==> src/rtl/ahblite_pkg.sv <==
// Shared AHB-Lite definitions for the slave-side interconnect.
// Latency: none (types and constants only).
// Backpressure: none (types and constants only).
package ahblite_pkg;

   typedef enum logic [1:0] {
      HTRANS_IDLE   = 2'b00,
      HTRANS_BUSY   = 2'b01,
      HTRANS_NONSEQ = 2'b10,
      HTRANS_SEQ    = 2'b11
   } htrans_e;

   localparam logic HRESP_OKAY  = 1'b0;
   localparam logic HRESP_ERROR = 1'b1;

   // Data-phase select code for the built-in default slave; 0-3 are real slaves.
   localparam logic [2:0] DSEL_DEFAULT = 3'd4;

   typedef enum logic [1:0] {
      DS_IDLE = 2'b00,
      DS_ERR1 = 2'b01,
      DS_ERR2 = 2'b10
   } ds_state_e;

   // NONSEQ and SEQ both have bit 1 set; IDLE and BUSY do not.
   function automatic logic htrans_active(input logic [1:0] htrans);
      return htrans[1];
   endfunction

endpackage

==> src/rtl/ahblite_default_slave.sv <==
// Default slave: two-cycle ERROR for active transfers to unmapped addresses, zero-wait OKAY otherwise.
// Latency: response starts the cycle after the address phase; ready/resp are registered.
// Backpressure: only advances on HREADY=1, except DS_ERR1 which always moves on to DS_ERR2.
// Optional macro AHBLITE_SLAVE_MUX_ERRLOG_EN adds a faulting-address / count / sticky-flag log.
module ahblite_default_slave
   import ahblite_pkg::*;
(
   input  logic        clk_i,
   input  logic        rst_i,
   input  logic        sel_i,
   input  logic [1:0]  htrans_i,
   input  logic        hready_i,
`ifdef AHBLITE_SLAVE_MUX_ERRLOG_EN
   input  logic [31:0] haddr_i,
   output logic [31:0] err_addr_o,
   output logic [7:0]  err_cnt_o,
   output logic        err_flag_o,
`endif
   output logic        ready_o,
   output logic        resp_o
);

   ds_state_e state_q;
   logic      ready_q;
   logic      resp_q;
   logic      err_start;

   // An active unmapped transfer is accepted into the data phase; DS_ERR1 never accepts
   // because the bus is stalled by this slave in that state.
   assign err_start = hready_i & sel_i & htrans_active(htrans_i) & (state_q != DS_ERR1);

   // State machine with registered ready/resp: ERR1 stalls with ERROR, ERR2 completes ERROR.
   always_ff @(posedge clk_i) begin
      if (rst_i) begin
         state_q <= DS_IDLE;
         ready_q <= 1'b1;
         resp_q  <= HRESP_OKAY;
      end else begin
         unique case (state_q)
            DS_ERR1: begin
               state_q <= DS_ERR2;
               ready_q <= 1'b1;
               resp_q  <= HRESP_ERROR;
            end
            default: begin
               if (hready_i) begin
                  if (err_start) begin
                     state_q <= DS_ERR1;
                     ready_q <= 1'b0;
                     resp_q  <= HRESP_ERROR;
                  end else begin
                     state_q <= DS_IDLE;
                     ready_q <= 1'b1;
                     resp_q  <= HRESP_OKAY;
                  end
               end
            end
         endcase
      end
   end

   assign ready_o = ready_q;
   assign resp_o  = resp_q;

   logic unused_htrans;
   assign unused_htrans = htrans_i[0];

`ifdef AHBLITE_SLAVE_MUX_ERRLOG_EN
   logic [31:0] err_addr_q;
   logic [7:0]  err_cnt_q;
   logic [7:0]  err_cnt_d;
   logic        err_flag_q;

   assign err_cnt_d = (err_cnt_q == 8'hFF) ? err_cnt_q : err_cnt_q + 8'd1;

   // Capture the faulting address and bump the saturating count on each entry to DS_ERR1.
   always_ff @(posedge clk_i) begin
      if (rst_i) begin
         err_addr_q <= '0;
         err_cnt_q  <= '0;
         err_flag_q <= 1'b0;
      end else if (err_start) begin
         err_addr_q <= haddr_i;
         err_cnt_q  <= err_cnt_d;
         err_flag_q <= 1'b1;
      end
   end

   assign err_addr_o = err_addr_q;
   assign err_cnt_o  = err_cnt_q;
   assign err_flag_o = err_flag_q;
`endif

endmodule

==> src/rtl/ahblite_slave_mux.sv <==
// AHB-Lite slave-side interconnect: region decode to HSEL_S, data-phase select register, response mux.
// Latency: HSEL_S is combinational; data-phase select registers one cycle after the address phase.
// Backpressure: the select register holds while HREADY=0; HREADY is the selected slave's ready.
// Optional macro AHBLITE_SLAVE_MUX_ERRLOG_EN exposes ERR_ADDR / ERR_CNT / ERR_FLAG.
module ahblite_slave_mux
   import ahblite_pkg::*;
#(
   parameter logic [3:0] S0_REGION = 4'h0,
   parameter logic [3:0] S1_REGION = 4'h2,
   parameter logic [3:0] S2_REGION = 4'h4,
   parameter logic [3:0] S3_REGION = 4'h5
)
(
   input  logic        HCLK,
   input  logic        HRESET,
   input  logic [31:0] HADDR,
   input  logic [1:0]  HTRANS,
   output logic [3:0]  HSEL_S,
   output logic        HREADY,
   output logic [31:0] HRDATA,
   output logic        HRESP,
`ifdef AHBLITE_SLAVE_MUX_ERRLOG_EN
   output logic [31:0] ERR_ADDR,
   output logic [7:0]  ERR_CNT,
   output logic        ERR_FLAG,
`endif
   input  logic [31:0] HRDATA_S0,
   input  logic [31:0] HRDATA_S1,
   input  logic [31:0] HRDATA_S2,
   input  logic [31:0] HRDATA_S3,
   input  logic        HREADYOUT_S0,
   input  logic        HREADYOUT_S1,
   input  logic        HREADYOUT_S2,
   input  logic        HREADYOUT_S3,
   input  logic        HRESP_S0,
   input  logic        HRESP_S1,
   input  logic        HRESP_S2,
   input  logic        HRESP_S3
);

   logic [3:0] hsel_dec;
   logic [2:0] dsel_d;
   logic [2:0] dsel_q;
   logic       ds_ready;
   logic       ds_resp;

   // Region decode on HADDR[31:28]; region parameters are expected to be distinct.
   always_comb begin
      hsel_dec = 4'b0000;
      dsel_d   = DSEL_DEFAULT;
      if (HADDR[31:28] == S0_REGION) begin
         hsel_dec = 4'b0001;
         dsel_d   = 3'd0;
      end else if (HADDR[31:28] == S1_REGION) begin
         hsel_dec = 4'b0010;
         dsel_d   = 3'd1;
      end else if (HADDR[31:28] == S2_REGION) begin
         hsel_dec = 4'b0100;
         dsel_d   = 3'd2;
      end else if (HADDR[31:28] == S3_REGION) begin
         hsel_dec = 4'b1000;
         dsel_d   = 3'd3;
      end
   end

   assign HSEL_S = hsel_dec;

   // Data-phase target: follows the decode whenever the bus completes a transfer.
   always_ff @(posedge HCLK) begin
      if (HRESET) begin
         dsel_q <= DSEL_DEFAULT;
      end else if (HREADY) begin
         dsel_q <= dsel_d;
      end
   end

   ahblite_default_slave u_default_slave (
      .clk_i      (HCLK),
      .rst_i      (HRESET),
      .sel_i      (dsel_d == DSEL_DEFAULT),
      .htrans_i   (HTRANS),
      .hready_i   (HREADY),
`ifdef AHBLITE_SLAVE_MUX_ERRLOG_EN
      .haddr_i    (HADDR),
      .err_addr_o (ERR_ADDR),
      .err_cnt_o  (ERR_CNT),
      .err_flag_o (ERR_FLAG),
`endif
      .ready_o    (ds_ready),
      .resp_o     (ds_resp)
   );

`ifndef AHBLITE_SLAVE_MUX_ERRLOG_EN
   logic unused_haddr;
   assign unused_haddr = ^HADDR[27:0];
`endif

   // Return path: route the data-phase slave back to the masters, default slave reads as zero.
   always_comb begin
      HRDATA = 32'h0;
      HREADY = ds_ready;
      HRESP  = ds_resp;
      unique case (dsel_q)
         3'd0: begin
            HRDATA = HRDATA_S0;
            HREADY = HREADYOUT_S0;
            HRESP  = HRESP_S0;
         end
         3'd1: begin
            HRDATA = HRDATA_S1;
            HREADY = HREADYOUT_S1;
            HRESP  = HRESP_S1;
         end
         3'd2: begin
            HRDATA = HRDATA_S2;
            HREADY = HREADYOUT_S2;
            HRESP  = HRESP_S2;
         end
         3'd3: begin
            HRDATA = HRDATA_S3;
            HREADY = HREADYOUT_S3;
            HRESP  = HRESP_S3;
         end
         default: ;
      endcase
   end

endmodule

==> config.mk <==
export PLATFORM = sky130hd
export DESIGN_NAME = ahblite_slave_mux
export DESIGN_NICKNAME = d
export VERILOG_FILES = /design/src/rtl/ahblite_pkg.sv /design/src/rtl/ahblite_default_slave.sv /design/src/rtl/ahblite_slave_mux.sv
export SDC_FILE = /design/constraint.sdc
export NUM_CORES = 1
export LEC_CHECK = 0
export CAP_MARGIN = 20
export CORE_AREA = 2 2 82 84
export CTS_BUF_LIST = sky130_fd_sc_hd__clkbuf_8
export CTS_CLUSTER_DIAMETER = 200
export CTS_CLUSTER_SIZE = 14
export DETAILED_ROUTE_END_ITERATION = 7
export DIE_AREA = 0 0 84 86
export PLACE_DENSITY = 0.79
export SLEW_MARGIN = 40
export SYNTH_ARGS = -nofsm -noshare
export SYNTH_HDL_FRONTEND = slang
export SYNTH_SLANG_ARGS = --single-unit
==> constraint.sdc <==
create_clock -name HCLK -period 2.4 [get_ports HCLK]
set_clock_uncertainty 0.2 [all_clocks]
set_input_delay 0.48 -clock HCLK [delete_from_list [all_inputs] [get_ports HCLK]]
set_output_delay 0.48 -clock HCLK [all_outputs]
set_load 0.005 [all_outputs]
==> results of run 1 <==
Yosys cell counts (all sizes together):
library cell	instances	area (um2)
nand2b	1	6.26
and2	2	12.5
mux4	34	766
nor2b	36	225
clkbuf	8	30.0
nor2	5	18.8
nor4	1	6.26
a211oi	2	15.0
nor4b	1	8.76
or2	1	6.26
o21bai	1	7.51
nand2	2	7.51
nor3b	2	15.0
nor3	1	5.00
or3	2	12.5
a2111o	1	11.3
buf	4	26.3
dfxtp	7	140
a21oi	5	25.0
mux2	1	11.3
mux2i	2	32.5
inv	2	7.51
o31a	1	8.76
cell type report:
| cell class | instances | area, um2 |
|---|---|---|
| fillers | 562 | 2740 |
| clock inverters | 1 | 3.75 |
| multi-input cells | 101 | 1240 |
| clock buffers | 3 | 41.3 |
| well taps | 77 | 96.3 |
| flip-flops and latches | 7 | 144 |
| repair buffers | 208 | 2010 |
| inverters | 2 | 7.51 |
critical path, cell delays in order:
cell and delay, ns:
clkdlybuf4s50_1 0.41, mux4_2 0.46, nor2b_1 0.14, clkdlybuf4s15_1 0.21
per-stage QoR:
stage	cells	setup slack [ns]	setup TNS [ns]	hold slack [ns]
global placement	386	-0.336	-7.83	0.252
finish	399	0.0241	0	0.278
global route	399	-0.0471	-0.0749	0.305
CTS	398	-0.101	-0.226	0.276
detailed placement	386	-0.340	-8.39	0.272
floorplan	122	0.332	0	0.233
cells by family after synthesis:
| logic type | synth area share [%] |
|---|---|
| buffers and inverters | 4.54 |
| AOI/OAI and AO/OA | 4.81 |
| DFF | 9.97 |
| muxes | 57.6 |
| and+or+nand+nor | 23.1 |
power breakdown:
part           internal, W  leakage, nW  switching, W  total (W)
registers         0.000126       0.0583    0.00000974   0.000135
clock network     0.000111       0.0269     0.0000508   0.000161
logic             0.000386         1.31      0.000140   0.000526
total             0.000622         1.40      0.000201   0.000823
routing by layer:
metal / GRT usage [%] / wire [um]
met1: 18.9 / 2320
met2: 33.4 / 3660
met3: 3.66 / 529
met4: 2.49 / 54
met5: 0 / 0
what timing repair did:
item                                    in CTS  in global routing
buffers inserted                             8                  2
pin swaps                                    1                  0
resized for setup                           98                 37
endpoints found under the setup margin      38                 24
cloned                                       0                  1
hold buffers                                 0                  0
state kept, by name, summed over array words and instances (netlist names):
| signal | cells |
|---|---|
| dsel_q | 3 |
| u_default_slave.state_q | 2 |
| u_default_slave.ready_o | 1 |
| u_default_slave.resp_o | 1 |
worst min path at each step:
stage	start	to	slack, ns	cells after the start
floorplan	u_default_slave.state_q[0]	u_default_slave.state_q[0]	0.23	2
global placement	u_default_slave.state_q[0]	u_default_slave.state_q[0]	0.25	2
detailed placement	u_default_slave.state_q[0]	u_default_slave.state_q[0]	0.27	2
CTS	u_default_slave.state_q[0]	u_default_slave.state_q[0]	0.28	2
global route	u_default_slave.state_q[0]	u_default_slave.state_q[0]	0.31	2
finish	u_default_slave.state_q[0]	u_default_slave.state_q[0]	0.28	2
==> results.md, run 1 <==
* Crit share post-route at 99.0%
* Total power at 0.000823 W
* Worst reg-to-reg setup slack at 0.22 ns
* Max H-tree Level at 1
* Max VDD drop at 421 uV
* Setup CP Type: in2out
* Synth Net Count at 294
* Cell count after synthesis at 122
* Final instance area at 3540 um2
* Leak Pwr at 1.40 nW
* Initial Util at 22.4%
* Reg-to-reg startpoint: dsel_q[0]
* Final GP Congestion at 0.775
* Input/output buffers at 180
* Post-route ant nets at 0
* CP arrival at 1.70 ns
* Max-slew headroom at 78.6%
* All-Layer GR Usage at 16.9%
* CTS tree: yes
* Commonest non-fill, non-tap cell in the layout: clkdlybuf4s50_1
* Most frequent cells in the layout: clkdlybuf4s50_1 (131), mux4_2 (34), nor2b_1 (34)
* CORE AREA at 6280 um2
* Unrepaired setup endpoints after global routing: true
* Mapped cell area at 1410 um2
* Final WL at 6560 um
* CTS Buf Count at 3
* Height of the die at 86 um
* Clk Latency, worst-skew pair at 0.23 ns
* Clock-pin slew on the worst setup and hold paths at 0.04 ns
* Layout cell share with drive strength beyond 1 at 30.7%
* Fmax at 421 MHz
* Critical Path Start: HRDATA_S2[25]
* Cell Area, Placed at 3450 um2
* Die Area at 7220 um2
* Pwr dens at 232 nW/um2
* Largest net degree at the start of global routing at 21
* Die width at 84 um
* Clock sinks at 7
* Max Cap Viol at 0
* Crit path capture: HRDATA[25]
* # rows at 29
* Hold Crit Class: reg2reg
* Initial antenna violation count at 0
* Max Slew Vio Count at 0
* Synthesized area per cell at 11.5 um2
* Initial DRC Count at 25
* Overflow left after global routing at 0
* DRC errors left at 0
* Sequential share of the synthesized area at 9.97%
* Vias per std cell at 4.69
* Root Buffer Master: clkbuf_8
* Vias at 1,870
* Reg2reg end: u_default_slave.ready_o
* Actual slew at the worst max-slew pin at 0.320 ns
* Fin crit period at 2.38 ns
* Data required time of the worst path at 1.72 ns
* Type of origin of the critical path: primary input
* CTS Buffer Depth at 2
* Crit-path max FO at 1
* Iteration count of the initial detailed-routing pass at 4
* DP HPWL at 5500 um
* Final setup viols at 0
* First-pass GRT wire length at 9840 um
* Nets@finish at 495
* Yosys warns at 0
* Worst Setup End Kind: primary output
* # diodes at 0
* Outcome: completed
* I/O pin count at 210
* Final hold vios at 0
* Utilization after layout at 56.4%
* Vias in the first global route at 2,012
* Netlist cell types at 25
* Drt wl/cell at 16.4 um
* Worst Reg2Reg Path Length in Cells at 8
* #FFs+latches synth at 7
* P&R area growth vs syn at 152%
(Power assumes the default switching activity.)
==> run 2, diff against run 1 <==
--- a/config.mk
+++ b/config.mk
@@ -12,7 +12,7 @@
 export CTS_CLUSTER_SIZE = 14
 export DETAILED_ROUTE_END_ITERATION = 7
 export DIE_AREA = 0 0 84 86
-export PLACE_DENSITY = 0.79
+export PLACE_DENSITY = 0.78
 export SLEW_MARGIN = 40
 export SYNTH_ARGS = -nofsm -noshare
 export SYNTH_HDL_FRONTEND = slang
==> results.md, run 2 (same netlist as run 1, synthesis figures left out) <==
* Final GP Congestion at 0.837 (+7.9%)
* Largest Register: dsel_q
* Setup CP Type: in2out
* Total power at 0.000818 W (-0.51%)
* Drt wl/cell at 17.2 um (+4.8%)
* I/O pin count at 210 (unchanged)
* Clock-pin slew on the worst setup and hold paths at 0.04 ns (about the same)
* Worst path bufs/invs at 2 (unchanged)
* Layout cell share with drive strength beyond 1 at 31.7% (+0.95 points)
* Crit share post-route at 98.4% (-0.54 points)
* Sw Share at 24.7% (+0.32 points)
* Crit path max-delay family: buffers and inverters
* Worst hold slack at 0.266 ns (-0.0119 ns)
* P_int at 0.000616 W (-0.92%)
* CORE AREA at 6280 um2 (unchanged)
* Final WL at 6950 um (+5.9%)
* Logic pwr share at 63.5% (-0.4 points)
* Iteration count of the initial detailed-routing pass at 4 (unchanged)
* Post-Place Cells at 382 (-1.0%)
* Met3 Wirelength at 597 um (+13%)
* WL met2 at 3710 um (+1.4%)
* Max H-tree Level at 1 (unchanged)
* Critical Path Start: HRDATA_S3[2]
* Hold depth at 2 (unchanged)
* DRT met1 WL at 2600 um (+12%)
* Worst Reg2Reg Path Length in Cells at 7 (-1)
* DRC errors left at 0 (unchanged)
* Final setup viols at 0 (unchanged)
* Die width at 84 um (unchanged)
* Initial Util at 22.4% (unchanged)
* Clock sinks at 7 (unchanged)
* Leak Pwr at 1.40 nW (+0.34%)
* Worst reg-to-reg setup slack at 0.27 ns (+0.05 ns)
* Data required time of the worst path at 1.72 ns (about the same)
* # rows at 29 (unchanged)
* Height of the die at 86 um (unchanged)
* DP HPWL at 5760 um (+4.7%)
* Slowest cell delay on critical path at 0.46 ns (about the same)
* CTS tree: yes
* Vias at 1,881 (+0.59%)
* Clk Latency, worst-skew pair at 0.23 ns (about the same)
* Most frequent cells in the layout: clkdlybuf4s50_1 (131), mux4_2 (34), nor2b_1 (33)
* DP Worst Slack at -0.345 ns (-0.00488 ns)
* Vias in the first global route at 2,057 (+2.2%)
* Input/output buffers at 180 (unchanged)
* Min-delay src: u_default_slave.state_q[0]
* Vias per std cell at 4.67 (-0.41%)
* Reg-to-reg startpoint: dsel_q[0]
* Part of the power in registers at 16.7% (+0.3 points)
* Largest regs: dsel_q x3, u_default_slave.state_q x2
* Hold Crit Class: reg2reg
* Max-slew headroom at 79.4% (+0.80 points)
* Reg2reg end: u_default_slave.ready_o
* CTS Buffer Depth at 2 (unchanged)
* Nets@finish at 498 (+0.61%)
* Clock power share at 19.7% (about the same)
* Overflow left after global routing at 0 (unchanged)
* Commonest non-fill, non-tap cell in the layout: clkdlybuf4s50_1
* Pwr dens at 233 nW/um2 (+0.38%)
* P&R area growth vs syn at 150%
* Initial antenna violation count at 2 (+2)
* CTS Buf Count at 3 (unchanged)
* Total negative setup slack at 0 ns (unchanged)
* Final hold vios at 0 (unchanged)
* Die Area at 7220 um2 (unchanged)
* Post-route ant nets at 0 (unchanged)
* Highest Signal Layer: met5
* Outcome: completed
* Type of origin of the critical path: primary input
* Largest net degree at the start of global routing at 22 (+4.8%)
* Max VDD drop at 343 uV (-19%)
* Unrepaired setup endpoints after global routing: true
* Max reg flops at 3 (unchanged)
* Max Cap Viol at 0 (unchanged)
* CP arrival at 1.68 ns (-0.02 ns)
* Critical-path top delay cell: mux4_2
* Fin crit period at 2.36 ns (-0.0131 ns)
* All-Layer GR Usage at 19.0% (+2.1 points)
* Worst Setup End Kind: primary output
* Initial DRC Count at 89 (+260%)
* Psw at 0.000202 W (+0.79%)
* Final WS setup at 0.0372 ns (+0.0131 ns)
* Max Slew Vio Count at 0 (unchanged)
* Worst Hold Endpoint: u_default_slave.state_q[0]
* First-pass GRT wire length at 10,900 um (+11%)
* Final Non-Filler Cells at 403 (+1.0%)
* Root Buffer Master: clkbuf_8
* Crit path cell chain: clkdlybuf4s50_1 > mux4_2 > nor2b_1 > clkdlybuf4s15_1
* Actual slew at the worst max-slew pin at 0.308 ns (-0.0120 ns)
* Crit-path max FO at 1 (unchanged)
* Fmax at 423 MHz (+0.55%)
[run 2: repair_timing]
| item | 4_1_cts | 5_1_grt |
|---|---|---|
| hold buffers | 0 | 0 |
| setup endpoints to repair | 38 | 32 |
| resized for setup | 111 | 29 |
| pin swaps | 1 | 0 |
| setup buffers | 15 | 3 |
| gates cloned | 1 | 0 |
[run 2: worst max-delay path by stage]
stage | slack [ns] | end | cells after the start
finish | 0.04 | HRDATA[2] | 4
global route | -0.005 | HRDATA[24] | 5
CTS | -0.08 | HREADY | 5
detailed placement | -0.34 | HRESP | 4
global placement | -0.35 | HREADY | 5
floorplan | 0.33 | HRDATA[10] | 4
[run 2: layout make-up]
class                           count  area (um2)
Antenna cell                        1        2.50
Clock buffer                        3        41.3
Clock inverter                      1        3.75
Fill cell                         553        2770
Inverter                            2        7.51
Multi-Input combinational cell    101        1230
Sequential cell                     7         145
Tap cell                           77        96.3
Timing Repair Buffer              211        1990
[run 2: power groups by stage]
stage | Sequential (W) | Combinational (W) | Clock (W)
after floorplan | 0.000132 | 0.000180 | 0
after global placement | 0.000140 | 0.000513 | 0
after detailed placement | 0.000140 | 0.000524 | 0
after CTS | 0.000137 | 0.000526 | 0.000162
after global routing | 0.000138 | 0.000557 | 0.000174
final | 0.000137 | 0.000520 | 0.000161
[run 2: worst min-delay path, stage by stage (launching register included)]
cell and delay (ns):
dfxtp_1 0.30, nand2_1 0.05, a211oi_1 0.06
[run 2: through the flow]
stage | util (%) | cell area (um2)
finish | 55.9 | 3510
global route | 55.9 | 3510
detailed placement | 54.4 | 3410
floorplan | - | 1410
global placement | 54.4 | 3410
CTS | 57.0 | 3580
[run 2: metal layers]
layer  up-vias  track usage [%]
met5         -                0
li1        891                -
met4         2             3.23
met3         6             6.26
met1       890             21.0
met2        92             36.0
==> run 3, diff against run 2 <==
--- a/config.mk
+++ b/config.mk
@@ -6,13 +6,14 @@
 export NUM_CORES = 1
 export LEC_CHECK = 0
 export CAP_MARGIN = 20
-export CORE_AREA = 2 2 82 84
+export CORE_ASPECT_RATIO = 0.8
+export CORE_MARGIN = 3
+export CORE_UTILIZATION = 24
 export CTS_BUF_LIST = sky130_fd_sc_hd__clkbuf_8
 export CTS_CLUSTER_DIAMETER = 200
 export CTS_CLUSTER_SIZE = 14
 export DETAILED_ROUTE_END_ITERATION = 7
-export DIE_AREA = 0 0 84 86
-export PLACE_DENSITY = 0.78
+export PLACE_DENSITY = 0.83
 export SLEW_MARGIN = 40
 export SYNTH_ARGS = -nofsm -noshare
 export SYNTH_HDL_FRONTEND = slang
==> results.md, run 3 (same netlist as run 1, synthesis figures left out) <==
* Worst Reg2Reg Path Length in Cells at 7 (unchanged)
* Min-delay src: u_default_slave.state_q[0]
* Leak Pwr at 1.46 nW (+3.8%)
* # rows at 24 (-17%)
* Hold depth at 2 (unchanged)
* Overflow left after global routing at 0 (unchanged)
* CTS Buffer Depth at 2 (unchanged)
* Initial Util at 25.3% (+2.9 points)
* Largest net degree at the start of global routing at 20 (-9.1%)
* Max H-tree Level at 1 (unchanged)
* Crit-path max FO at 3 (+2)
* Clock sinks at 7 (unchanged)
* All-Layer GR Usage at 19.1% (+0.14 points)
* Die width at 91.5 um (+9.0%)
* Initial antenna violation count at 0 (-2)
* Largest Register: dsel_q
* Crit share post-route at 99.8% (+1.4 points)
* Crit path cell chain: buf_12 > buf_8 > mux4_2 > mux2_4 > buf_6
* Drt wl/cell at 17.0 um (-1.3%)
* Cell Area, Placed at 3520 um2 (+3.1%)
* # diodes at 0 (-1)
* Final instance area at 3620 um2 (+3.1%)
* Largest regs: dsel_q x3, u_default_slave.state_q x2
* Fin crit period at 2.40 ns (+0.0334 ns)
* First-pass GRT wire length at 10,300 um (-5.6%)
* Layout cell share with drive strength beyond 1 at 32.8% (+1.1 points)
* Multi-input gate area at 1250 um2 (+1.9%)
* Max Cap Viol at 0 (unchanged)
* Critical-path top delay cell: mux4_2
* P&R area growth vs syn at 158%
* Worst Setup End Kind: primary output
* Die Area at 6810 um2 (-5.7%)
* CTS tree: yes
* Most frequent cells in the layout: clkdlybuf4s50_1 (133), mux4_2 (34), nor2b_1 (32)
* CTS Buf Count at 3 (unchanged)
* Worst reg-to-reg setup slack at 0.35 ns (+0.08 ns)
* Final hold vios at 0 (unchanged)
* Pwr dens at 231 nW/um2 (-1.0%)
* Initial DRC Count at 66 (-26%)
* Outcome: completed
* CORE AREA at 5560 um2 (-12%)
* DP HPWL at 5810 um (+0.77%)
* Final GP Congestion at 0.763 (-8.8%)
* Data required time of the worst path at 1.72 ns (about the same)
* Nets@finish at 502 (+0.80%)
* Fmax at 417 MHz (-1.4%)
* Final setup viols at 0 (unchanged)
* Commonest non-fill, non-tap cell in the layout: clkdlybuf4s50_1
* I/O pin count at 210 (unchanged)
* Unrepaired setup endpoints after global routing: true
* Max reg flops at 3 (unchanged)
* Post-route ant nets at 0 (unchanged)
* Height of the die at 74.4 um (-13%)
* Actual slew at the worst max-slew pin at 0.323 ns (+0.0147 ns)
* Setup CP Type: reg2out
* Vias per std cell at 4.62 (-1.1%)
* Vias in the first global route at 2,025 (-1.6%)
* DRC errors left at 0 (unchanged)
* Reg-to-reg startpoint: dsel_q[0]
* Root Buffer Master: clkbuf_8
* Worst Hold Endpoint: u_default_slave.state_q[0]
* FF+latch area at 144 um2 (-0.86%)
* Slowest cell delay on critical path at 0.50 ns (+0.04 ns)
* Final WL at 6920 um (-0.32%)
* Iteration count of the initial detailed-routing pass at 4 (unchanged)
* Hold Crit Class: reg2reg
* Reg2reg end: u_default_slave.ready_o
* Clk Latency, worst-skew pair at 0.23 ns (about the same)
* Vias at 1,879 (-0.11%)
* CP arrival at 1.72 ns (+0.04 ns)
* # fillers at 451 (-18%)
* Clock-pin slew on the worst setup and hold paths at 0.04 ns (about the same)
* Max VDD drop at 156 uV (-54%)
* Max Slew Vio Count at 0 (unchanged)
* Utilization after layout at 65.2% (+9.2 points)
* Max-slew headroom at 78.4% (-0.98 points)
* Input/output buffers at 180 (unchanged)
* Type of origin of the critical path: flop
-- run 3: changes by cell type in the layout (fill, tap and decap cells not counted), sizes merged --
cell / change
buf: +4
clkdlybuf4s15: +1
clkdlybuf4s50: +2
diode: -1
dlygate4sd2: -5
dlymetal6s2s: +2
-- run 3: where the power goes --
group	total (W)	leakage [nW]	switching, W	internal (W)
registers	0.000134	0.0583	0.00000895	0.000126
clock network	0.000163	0.0269	0.0000523	0.000111
logic	0.000538	1.37	0.000145	0.000393
total	0.000835	1.46	0.000206	0.000629
-- run 3: layer usage --
layer  wire length [um]  vias up  global-route usage, %
met2               3860       87                   36.7
met5                  0        -                      0
met3                633       12                   5.66
met4                121        0                   4.18
met1               2310      880                   21.3
li1                   -      900                      -
-- run 3: critical path: cells and delay by family (launching register included) --
kind | cells | cell delay [ns]
mux | 2 | 0.79
flops | 1 | 0.36
buf+inv | 3 | 0.34
-- run 3: per-stage QoR --
step	cells	hold slack, ns	total power [W]	setup slack [ns]	TNS (ns)
3_5_place_dp	392	0.261	0.000677	-0.355	-8.23
5_1_grt	407	0.295	0.000885	-0.0270	-0.0696
4_1_cts	408	0.268	0.000835	-0.122	-0.611
6_report	407	0.266	0.000835	0.00382	0
2_1_floorplan	122	0.233	0.000312	0.332	0
3_3_place_gp	392	0.251	0.000667	-0.365	-7.70
-- run 3: worst max path at each step --
stage	to	cells past startpoint	slack (ns)	start
6_report	HRESP	5	0.004	dsel_q[0]
5_1_grt	HRESP	5	-0.03	dsel_q[0]
4_1_cts	HREADY	5	-0.12	HREADYOUT_S3
3_5_place_dp	HREADY	5	-0.35	HREADYOUT_S3
3_3_place_gp	HREADY	5	-0.36	HREADYOUT_S3
2_1_floorplan	HRDATA[10]	4	0.33	dsel_q[0]
-- run 3: area by class of cell --
cell class                      count  area share [%]
Tap cell                           78            2.70
Multi-Input combinational cell    101            34.6
Timing Repair Buffer              215            57.3
Clock inverter                      1           0.104
Sequential cell                     7            3.98
Inverter                            2           0.207
Clock buffer                        3            1.14
-- run 3: timing repair --
action,4_1_cts,5_1_grt
hold buffers,0,0
gates resized for setup,97,44
setup endpoints to repair,38,24
pin swaps,1,0
setup buffers,12,0
